**config.mk**
```make
export PLATFORM = sky130hd
export DESIGN_NAME = id_stage_pipelined_flat
export DESIGN_NICKNAME = d
export VERILOG_FILES = /design/src/rtl/id_stage_pipelined_if.sv /design/src/rtl/id_stage_pipelined.sv /design/src/flat_wrapper.sv
export SDC_FILE = /design/constraint.sdc
export NUM_CORES = 1
export LEC_CHECK = 0
export BUFFER_PORTS_ARGS = -buffer_cell sky130_fd_sc_hd__buf_4
export CAP_MARGIN = 20
export CELL_PAD_IN_SITES_DETAIL_PLACEMENT = 2
export CELL_PAD_IN_SITES_GLOBAL_PLACEMENT = 2
export CORE_MARGIN = 8
export CORE_UTILIZATION = 45
export DETAILED_ROUTE_END_ITERATION = 10
export GPL_ROUTABILITY_DRIVEN = 0
export PLACE_DENSITY_LB_ADDON = 0.1
export SYNTH_ARGS = -nofsm -noshare
export SYNTH_HDL_FRONTEND = slang
export SYNTH_SLANG_ARGS = --single-unit
```
**constraint.sdc**
```tcl
create_clock -name clk -period 11.95 [get_ports clk]
set_input_delay 1.195 -clock clk [delete_from_list [all_inputs] [get_ports clk]]
set_output_delay 1.195 -clock clk [all_outputs]
set_load 0.02 [all_outputs]
```
**src/rtl/id_stage_pipelined_if.sv**
```systemverilog
// Decode-stage bus: IF/ID inputs, side-band hazard/write-back
// inputs and the registered ID/EX outputs.
interface id_stage_pipelined_if #(
  parameter int DATA_W = 32
);
  logic [31:0]       instr_in;
  logic [31:0]       pc_in;
  logic              instr_valid;
  logic              stall_in;
  logic              flush;
  logic [3:0]        sr;
  logic              wb_en_in;
  logic [3:0]        wb_dest;
  logic [DATA_W-1:0] wb_value;
  logic [3:0]        exe_dest;
  logic              exe_wb_en;
  logic [3:0]        mem_dest;
  logic              mem_wb_en;
  logic              hazard_out;
  logic              valid_out;
  logic              wb_en;
  logic              mem_r_en;
  logic              mem_w_en;
  logic              b;
  logic              s;
  logic              imm;
  logic [3:0]        exe_cmd;
  logic [DATA_W-1:0] val_rn;
  logic [DATA_W-1:0] val_rm;
  logic [11:0]       shift_operand;
  logic [23:0]       signed_imm_24;
  logic [3:0]        dest;
  logic [3:0]        src1;
  logic [3:0]        src2;
  logic [31:0]       pc_out;

  modport master (
    output instr_in, pc_in, instr_valid, stall_in, flush, sr,
           wb_en_in, wb_dest, wb_value, exe_dest, exe_wb_en,
           mem_dest, mem_wb_en,
    input  hazard_out, valid_out, wb_en, mem_r_en, mem_w_en,
           b, s, imm, exe_cmd, val_rn, val_rm, shift_operand,
           signed_imm_24, dest, src1, src2, pc_out
  );

  modport slave (
    input  instr_in, pc_in, instr_valid, stall_in, flush, sr,
           wb_en_in, wb_dest, wb_value, exe_dest, exe_wb_en,
           mem_dest, mem_wb_en,
    output hazard_out, valid_out, wb_en, mem_r_en, mem_w_en,
           b, s, imm, exe_cmd, val_rn, val_rm, shift_operand,
           signed_imm_24, dest, src1, src2, pc_out
  );
endinterface

```
**src/rtl/id_stage_pipelined.sv**
```systemverilog
// Decode stage: register file, condition check, control decode,
// RAW hazard detect and the ID/EX pipeline register.
module id_stage_pipelined #(
  parameter int DATA_W    = 32,
  parameter int NUM_REGS  = 15,
  parameter int WB_BYPASS = 1,
  parameter int HAZARD_EN = 1
) (
  input logic                 clk,
  input logic                 rst,
  id_stage_pipelined_if.slave bus
);
  localparam logic [3:0] OP_AND = 4'b0000;
  localparam logic [3:0] OP_EOR = 4'b0001;
  localparam logic [3:0] OP_SUB = 4'b0010;
  localparam logic [3:0] OP_ADD = 4'b0100;
  localparam logic [3:0] OP_ADC = 4'b0101;
  localparam logic [3:0] OP_SBC = 4'b0110;
  localparam logic [3:0] OP_TST = 4'b1000;
  localparam logic [3:0] OP_CMP = 4'b1010;
  localparam logic [3:0] OP_ORR = 4'b1100;
  localparam logic [3:0] OP_MOV = 4'b1101;
  localparam logic [3:0] OP_MVN = 4'b1111;

  typedef struct packed {
    logic              valid;
    logic              wb_en;
    logic              mem_r_en;
    logic              mem_w_en;
    logic              b;
    logic              s;
    logic              imm;
    logic [3:0]        exe_cmd;
    logic [DATA_W-1:0] val_rn;
    logic [DATA_W-1:0] val_rm;
    logic [11:0]       shift_operand;
    logic [23:0]       simm24;
    logic [3:0]        dest;
    logic [3:0]        src1;
    logic [3:0]        src2;
    logic [31:0]       pc;
  } id_ex_t;

  logic [DATA_W-1:0] regs_q [16];
  id_ex_t            idex_q, idex_d;

  logic [31:0]       ir;
  logic [1:0]        mode;
  logic [3:0]        opc;
  logic [3:0]        src1_w, src2_w;
  logic              is_str, is_mov;
  logic              cond_ok;
  logic              uses_rn, uses_rm;
  logic              m1, m2, hazard;
  logic [DATA_W-1:0] rn_val, rm_val;
  logic              c_wb, c_mr, c_mw, c_b, c_s, c_imm;
  logic [3:0]        c_cmd;

  assign ir     = bus.instr_in;
  assign mode   = ir[27:26];
  assign opc    = ir[24:21];
  assign is_str = (mode == 2'b01) && !ir[20];
  assign is_mov = (mode == 2'b00) &&
                  ((opc == OP_MOV) || (opc == OP_MVN));
  assign src1_w = ir[19:16];
  assign src2_w = is_str ? ir[15:12] : ir[3:0];

  // Condition field evaluated against NZCV
  always_comb begin
    cond_ok = 1'b0;
    case (ir[31:28])
      4'b0000: cond_ok = bus.sr[2];
      4'b0001: cond_ok = !bus.sr[2];
      4'b0010: cond_ok = bus.sr[1];
      4'b0011: cond_ok = !bus.sr[1];
      4'b0100: cond_ok = bus.sr[3];
      4'b0101: cond_ok = !bus.sr[3];
      4'b0110: cond_ok = bus.sr[0];
      4'b0111: cond_ok = !bus.sr[0];
      4'b1000: cond_ok = bus.sr[1] && !bus.sr[2];
      4'b1001: cond_ok = !bus.sr[1] || bus.sr[2];
      4'b1010: cond_ok = bus.sr[3] == bus.sr[0];
      4'b1011: cond_ok = bus.sr[3] != bus.sr[0];
      4'b1100: cond_ok = !bus.sr[2] &&
                         (bus.sr[3] == bus.sr[0]);
      4'b1101: cond_ok = bus.sr[2] ||
                         (bus.sr[3] != bus.sr[0]);
      4'b1110: cond_ok = 1'b1;
      default: cond_ok = 1'b0;
    endcase
  end

  // Control decode by instruction class
  always_comb begin
    c_wb  = 1'b0;
    c_mr  = 1'b0;
    c_mw  = 1'b0;
    c_b   = 1'b0;
    c_s   = 1'b0;
    c_imm = 1'b0;
    c_cmd = 4'b0000;
    unique case (1'b1)
      (mode == 2'b00): begin
        c_s   = ir[20];
        c_imm = ir[25];
        c_wb  = 1'b1;
        case (opc)
          OP_MOV: c_cmd = 4'b0001;
          OP_MVN: c_cmd = 4'b1001;
          OP_ADD: c_cmd = 4'b0010;
          OP_ADC: c_cmd = 4'b0011;
          OP_SUB: c_cmd = 4'b0100;
          OP_SBC: c_cmd = 4'b0101;
          OP_AND: c_cmd = 4'b0110;
          OP_ORR: c_cmd = 4'b0111;
          OP_EOR: c_cmd = 4'b1000;
          OP_CMP: begin
            c_cmd = 4'b0100;
            c_wb  = 1'b0;
          end
          OP_TST: begin
            c_cmd = 4'b0110;
            c_wb  = 1'b0;
          end
          default: begin
            c_s   = 1'b0;
            c_imm = 1'b0;
            c_wb  = 1'b0;
          end
        endcase
      end
      (mode == 2'b01): begin
        c_cmd = 4'b0010;
        c_imm = ir[25];
        c_mr  = ir[20];
        c_wb  = ir[20];
        c_mw  = !ir[20];
      end
      (mode == 2'b10): c_b = 1'b1;
      default: ;
    endcase
  end

  // Operand reads; out-of-range indices have no storage
  always_comb begin
    rn_val = '0;
    rm_val = '0;
    if (int'(src1_w) < NUM_REGS) begin
      rn_val = regs_q[src1_w];
      if ((WB_BYPASS != 0) && bus.wb_en_in &&
          (bus.wb_dest == src1_w))
        rn_val = bus.wb_value;
    end
    if (int'(src2_w) < NUM_REGS) begin
      rm_val = regs_q[src2_w];
      if ((WB_BYPASS != 0) && bus.wb_en_in &&
          (bus.wb_dest == src2_w))
        rm_val = bus.wb_value;
    end
  end

  // RAW check against EX and MEM destinations
  always_comb begin
    uses_rn = bus.instr_valid && (mode != 2'b10) && !is_mov;
    uses_rm = bus.instr_valid &&
              (is_str || ((mode == 2'b00) && !ir[25]));
    m1 = (bus.exe_wb_en && (bus.exe_dest == src1_w)) ||
         (bus.mem_wb_en && (bus.mem_dest == src1_w));
    m2 = (bus.exe_wb_en && (bus.exe_dest == src2_w)) ||
         (bus.mem_wb_en && (bus.mem_dest == src2_w));
    hazard = (HAZARD_EN != 0) &&
             ((uses_rn && m1) || (uses_rm && m2));
  end

  assign bus.hazard_out = hazard;

  // Next ID/EX contents: bubble or decoded bundle
  always_comb begin
    idex_d = '0;
    if (!(bus.flush || hazard || !bus.instr_valid)) begin
      idex_d.val_rn        = rn_val;
      idex_d.val_rm        = rm_val;
      idex_d.shift_operand = ir[11:0];
      idex_d.simm24        = ir[23:0];
      idex_d.dest          = ir[15:12];
      idex_d.src1          = src1_w;
      idex_d.src2          = src2_w;
      idex_d.pc            = bus.pc_in;
      if (cond_ok) begin
        idex_d.valid    = 1'b1;
        idex_d.wb_en    = c_wb;
        idex_d.mem_r_en = c_mr;
        idex_d.mem_w_en = c_mw;
        idex_d.b        = c_b;
        idex_d.s        = c_s;
        idex_d.imm      = c_imm;
        idex_d.exe_cmd  = c_cmd;
      end
    end
  end

  // ID/EX register; a downstream stall freezes it
  always_ff @(posedge clk) begin
    if (rst)
      idex_q <= '0;
    else if (!bus.stall_in)
      idex_q <= idex_d;
  end

  // Register file write port, independent of stall/flush
  always_ff @(posedge clk) begin
    for (int i = 0; i < 16; i++) begin
      if (rst)
        regs_q[i] <= '0;
      else if (bus.wb_en_in && (bus.wb_dest == 4'(i)) &&
               (i < NUM_REGS))
        regs_q[i] <= bus.wb_value;
    end
  end

  assign bus.valid_out     = idex_q.valid;
  assign bus.wb_en         = idex_q.wb_en;
  assign bus.mem_r_en      = idex_q.mem_r_en;
  assign bus.mem_w_en      = idex_q.mem_w_en;
  assign bus.b             = idex_q.b;
  assign bus.s             = idex_q.s;
  assign bus.imm           = idex_q.imm;
  assign bus.exe_cmd       = idex_q.exe_cmd;
  assign bus.val_rn        = idex_q.val_rn;
  assign bus.val_rm        = idex_q.val_rm;
  assign bus.shift_operand = idex_q.shift_operand;
  assign bus.signed_imm_24 = idex_q.simm24;
  assign bus.dest          = idex_q.dest;
  assign bus.src1          = idex_q.src1;
  assign bus.src2          = idex_q.src2;
  assign bus.pc_out        = idex_q.pc;
endmodule
```
**src/flat_wrapper.sv**
```systemverilog
// flat-port wrapper written by rule: the top's interface ports become plain ports
module id_stage_pipelined_flat 
#(
  parameter int DATA_W    = 32,
  parameter int NUM_REGS  = 15,
  parameter int WB_BYPASS = 1,
  parameter int HAZARD_EN = 1
)
  (clk, rst, bus_instr_in, bus_pc_in, bus_instr_valid, bus_stall_in, bus_flush, bus_sr, bus_wb_en_in, bus_wb_dest, bus_wb_value, bus_exe_dest, bus_exe_wb_en, bus_mem_dest, bus_mem_wb_en, bus_hazard_out, bus_valid_out, bus_wb_en, bus_mem_r_en, bus_mem_w_en, bus_b, bus_s, bus_imm, bus_exe_cmd, bus_val_rn, bus_val_rm, bus_shift_operand, bus_signed_imm_24, bus_dest, bus_src1, bus_src2, bus_pc_out);
  id_stage_pipelined_if #(.DATA_W(DATA_W)) bus_i ();
  input logic clk;
  input logic rst;
  input wire logic [$bits(bus_i.instr_in)-1:0] bus_instr_in;
  input wire logic [$bits(bus_i.pc_in)-1:0] bus_pc_in;
  input wire logic [$bits(bus_i.instr_valid)-1:0] bus_instr_valid;
  input wire logic [$bits(bus_i.stall_in)-1:0] bus_stall_in;
  input wire logic [$bits(bus_i.flush)-1:0] bus_flush;
  input wire logic [$bits(bus_i.sr)-1:0] bus_sr;
  input wire logic [$bits(bus_i.wb_en_in)-1:0] bus_wb_en_in;
  input wire logic [$bits(bus_i.wb_dest)-1:0] bus_wb_dest;
  input wire logic [$bits(bus_i.wb_value)-1:0] bus_wb_value;
  input wire logic [$bits(bus_i.exe_dest)-1:0] bus_exe_dest;
  input wire logic [$bits(bus_i.exe_wb_en)-1:0] bus_exe_wb_en;
  input wire logic [$bits(bus_i.mem_dest)-1:0] bus_mem_dest;
  input wire logic [$bits(bus_i.mem_wb_en)-1:0] bus_mem_wb_en;
  output wire logic [$bits(bus_i.hazard_out)-1:0] bus_hazard_out;
  output wire logic [$bits(bus_i.valid_out)-1:0] bus_valid_out;
  output wire logic [$bits(bus_i.wb_en)-1:0] bus_wb_en;
  output wire logic [$bits(bus_i.mem_r_en)-1:0] bus_mem_r_en;
  output wire logic [$bits(bus_i.mem_w_en)-1:0] bus_mem_w_en;
  output wire logic [$bits(bus_i.b)-1:0] bus_b;
  output wire logic [$bits(bus_i.s)-1:0] bus_s;
  output wire logic [$bits(bus_i.imm)-1:0] bus_imm;
  output wire logic [$bits(bus_i.exe_cmd)-1:0] bus_exe_cmd;
  output wire logic [$bits(bus_i.val_rn)-1:0] bus_val_rn;
  output wire logic [$bits(bus_i.val_rm)-1:0] bus_val_rm;
  output wire logic [$bits(bus_i.shift_operand)-1:0] bus_shift_operand;
  output wire logic [$bits(bus_i.signed_imm_24)-1:0] bus_signed_imm_24;
  output wire logic [$bits(bus_i.dest)-1:0] bus_dest;
  output wire logic [$bits(bus_i.src1)-1:0] bus_src1;
  output wire logic [$bits(bus_i.src2)-1:0] bus_src2;
  output wire logic [$bits(bus_i.pc_out)-1:0] bus_pc_out;
  assign bus_i.instr_in = bus_instr_in;
  assign bus_i.pc_in = bus_pc_in;
  assign bus_i.instr_valid = bus_instr_valid;
  assign bus_i.stall_in = bus_stall_in;
  assign bus_i.flush = bus_flush;
  assign bus_i.sr = bus_sr;
  assign bus_i.wb_en_in = bus_wb_en_in;
  assign bus_i.wb_dest = bus_wb_dest;
  assign bus_i.wb_value = bus_wb_value;
  assign bus_i.exe_dest = bus_exe_dest;
  assign bus_i.exe_wb_en = bus_exe_wb_en;
  assign bus_i.mem_dest = bus_mem_dest;
  assign bus_i.mem_wb_en = bus_mem_wb_en;
  assign bus_hazard_out = bus_i.hazard_out;
  assign bus_valid_out = bus_i.valid_out;
  assign bus_wb_en = bus_i.wb_en;
  assign bus_mem_r_en = bus_i.mem_r_en;
  assign bus_mem_w_en = bus_i.mem_w_en;
  assign bus_b = bus_i.b;
  assign bus_s = bus_i.s;
  assign bus_imm = bus_i.imm;
  assign bus_exe_cmd = bus_i.exe_cmd;
  assign bus_val_rn = bus_i.val_rn;
  assign bus_val_rm = bus_i.val_rm;
  assign bus_shift_operand = bus_i.shift_operand;
  assign bus_signed_imm_24 = bus_i.signed_imm_24;
  assign bus_dest = bus_i.dest;
  assign bus_src1 = bus_i.src1;
  assign bus_src2 = bus_i.src2;
  assign bus_pc_out = bus_i.pc_out;
  id_stage_pipelined #(.DATA_W(DATA_W), .NUM_REGS(NUM_REGS), .WB_BYPASS(WB_BYPASS), .HAZARD_EN(HAZARD_EN)) u_core (.clk(clk), .rst(rst), .bus(bus_i));
endmodule
```
==> metrics.md <==
| Metric | Value |
|---|---|
| Die Span Y | `285 µm` |
| Crit path DAT | `4.22 ns` |
| Fmax | `185 MHz` |
| Max-Cap Viols | `0` |
| Worst VDD drop | `0.000115 V` |
| Min Tclk post-route | `5.42 ns` |
| Number of library cell types mapped by synthesis | `60` |
| Detailed-route via count | `25.3k` |
| CP startpoint kind | `input pin` |
| CTS tree | `done` |
| Post-CTS setup buffers | `0` |
| LEAKAGE | `0.0141 µW` |
| Final nets | `2918` |
| Most used DFF post-synth | `edfxtp_1` |
| Most frequent cell after synthesis | `and2_1` |
| H-tree depth reported by CTS | `3` |
| Global Route Usage Sum | `33.0%` |
| Total gr overflow | `0` |
| Syn Nets | `2767` |
| Final Cycle Share | `45.3%` |
| Run status | `completed` |
| Area growth syn-to-layout | `16.9%` |
| Hold buffer count at CTS | `0` |
| Io pins | `276` |
| CTS Root Cell | `clkbuf_16` |
| Async set or reset register ratio after synthesis | `0%` |
| Yosys top cell area share | `44.4%` |
| Synth area leaders | `edfxtp_1 (44%), mux4_2 (13%), and2_1 (9.3%)` |
| Half-perimeter wire length after placement | `80.9 mm` |
| PD cells | `147 nW/µm²` |
| Pins Over Slew Limit | `0` |
| Vias in the first global route | `27.8k` |
| DRT Pass-1 Iters | `5` |
| Post-Route M1 WL | `53.0 mm` |
| DRC Markers | `0` |
| Crit Path Category | `in2out` |
| Clk sink count | `615` |
| Layout cells sized above 1 | `26.5%` |
| Avg Cell Area, Syn | `12.3 µm²` |
| Global-route wire length before repair | `198 mm` |
| # port buffers | `275` |
| Met3 routed WL | `13.7 mm` |
| Highest metal used | `met4` |
| Initial core utilization | `45.4%` |
| Worst-skew pair later-pin latency | `0.63 ns` |
| RSZ-0062 raised after global routing | `false` |
| Final Util | `53.1%` |
| TritonCTS Buffers | `72` |
| Initial antenna violation count | `9` |
| Max_slew headroom | `21.3%` |
| Required @ worst endpoint | `10.76 ns` |
| Final hold violation count | `0` |
| Hold Path Class | `reg2reg` |
| DR WL/cell | `35.9 µm` |
| # rows | `98` |
| Routed Antenna Nets | `0` |
| Die width | `285 µm` |
| Register area share after synthesis | `52.8%` |
| Final-report setup violation count | `0` |
| Slew @ Worst Pin | `1.18 ns` |
| Power Total | `5560 µW` |
| DIE AREA | `81000 µm²` |
| Synth cell count leaders | `and2_1 (481), edfxtp_1 (480), nand2_1 (382), clkbuf_1 (201), mux4_2 (192)` |
| Yosys warning total | `0` |
| Largest net degree at the start of global routing | `93` |
| Crit. End Element | `output port` |
| Critical Path Fanout Max | `33` |
| WHS | `0.469 ns` |
| Clock skew | `0.0272 ns` |
| Detailed Route WL | `137 mm` |
| Clk buf depth | `3` |
| Met2 WL post-DR | `64.6 mm` |
| Cells after synthesis | `2647` |
| Standard cell core area | `71500 µm²` |
| Clock slew at reported path FFs | `0.05 ns` |
| Post-synthesis register bit count | `615` |
| Via density per instance | `6.64` |
| Post-cts resize count | `0` |
| Iter 0 DRT Violations | `2660` |
| Dominant cell type by area after synthesis | `edfxtp_1` |
| Number of synthesized flops with an enable pin | `480` |
| Post-Syn Area | `32400 µm²` |
| Setup TNS after final layout | `0 ns` |
==> report_power, final <==
group / leakage [µW] / total, µW / switching [µW] / internal [µW]
Sequential: 0.00569 / 2500 / 82.5 / 2420
Clock: 0.00120 / 2300 / 942 / 1350
Combinational: 0.00723 / 762 / 463 / 299
==> path summary, 6_finish.rpt <==
check	startpoint	end	slack, ns	depth (start not counted)
worst min register to register	u_core.bus.imm$_SDFFE_PP0N_	u_core.bus.imm$_SDFFE_PP0N_	0.47	2
worst min-delay path	u_core.bus.imm$_SDFFE_PP0N_	u_core.bus.imm$_SDFFE_PP0N_	0.47	2
worst max register to register	u_core.regs_q[7][1]$_SDFFCE_PN0P_	u_core.bus.val_rn[1]$_SDFFE_PP0N_	9.80	4
worst max-delay path	bus_instr_in[26]	bus_hazard_out	6.53	9
==> cell families after synthesis <==
kind of cell    synth area share [%]
compound gates                  8.34
xor+xnor                       0.702
buf+inv                         3.70
flops                           52.8
mux                             18.0
simple gates                    16.5
==> sequential cells by signal (all words and copies together) (netlist names) <==
register                  flops
u_core.bus.b                  1
u_core.bus.dest               3
u_core.bus.exe_cmd            4
u_core.bus.imm                1
u_core.bus.mem_r_en           1
u_core.bus.mem_w_en           1
u_core.bus.pc_out            32
u_core.bus.s                  1
u_core.bus.signed_imm_24     18
u_core.bus.src1               3
u_core.bus.src2               4
u_core.bus.val_rm            32
u_core.bus.val_rn            32
u_core.bus.valid_out          1
u_core.bus.wb_en              1
u_core.regs_q               480
==> area by class of cell <==
type / count / area, µm²
clock buffer: 117 / 2290
multi-input combinational: 1752 / 14500
inverter: 9 / 33.8
clock inverter: 17 / 138
fill: 6706 / 33600
antenna: 5 / 12.5
timing repair buffer: 348 / 2680
tap: 950 / 1190
sequential: 615 / 17100
==> placed cells by master, fill, tap and decap left out, types with 5 or more instances in the layout <==
master,count
diode_2,5
o211ai_1,14
o21ai_0,69
edfxtp_1,480
mux2i_1,85
and2_1,481
mux4_2,192
a31oi_1,50
nand3_1,44
nor2_2,12
a32oi_1,33
a21oi_1,9
clkbuf_16,79
a21o_1,20
a32o_1,19
clkbuf_8,17
nor2b_1,5
a22o_1,91
mux2_2,54
clkbuf_1,20
clkinv_2,9
dfxtp_1,135
nor2_1,6
nand3b_1,5
a22oi_1,13
nand2b_1,8
nand4_1,14
a21boi_0,13
o21ai_1,10
buf_4,340
xor2_1,13
o21ai_4,11
and3_1,27
nand2_1,382
xnor2_1,13
inv_1,9
==> layer usage <==
| layer | track usage, % | vias to the layer above |
|---|---|---|
| li1 | - | 10094 |
| met4 | 14.3 | 0 |
| met2 | 53.3 | 1591 |
| met1 | 42.4 | 13295 |
| met3 | 7.68 | 343 |
| met5 | 0 | - |
==> worst max-delay path, cell delays in order <==
cell	delay [ns]
buf_4	0.15
or3b_2	0.68
buf_4	0.60
mux2i_4	0.37
xnor2_1	0.09
nor4_1	0.57
nor3_1	0.20
inv_1	0.16
buf_4	0.17
==> through the flow <==
stage	cells	instance area [µm²]	setup slack [ns]
2_1_floorplan	2647	32400	7.07
3_3_place_gp	3668	35400	6.63
3_5_place_dp	3670	35400	6.58
4_1_cts	3804	37900	6.60
5_1_grt	3809	37900	6.40
6_report	3813	37900	6.53
(Power assumes the default switching activity.)
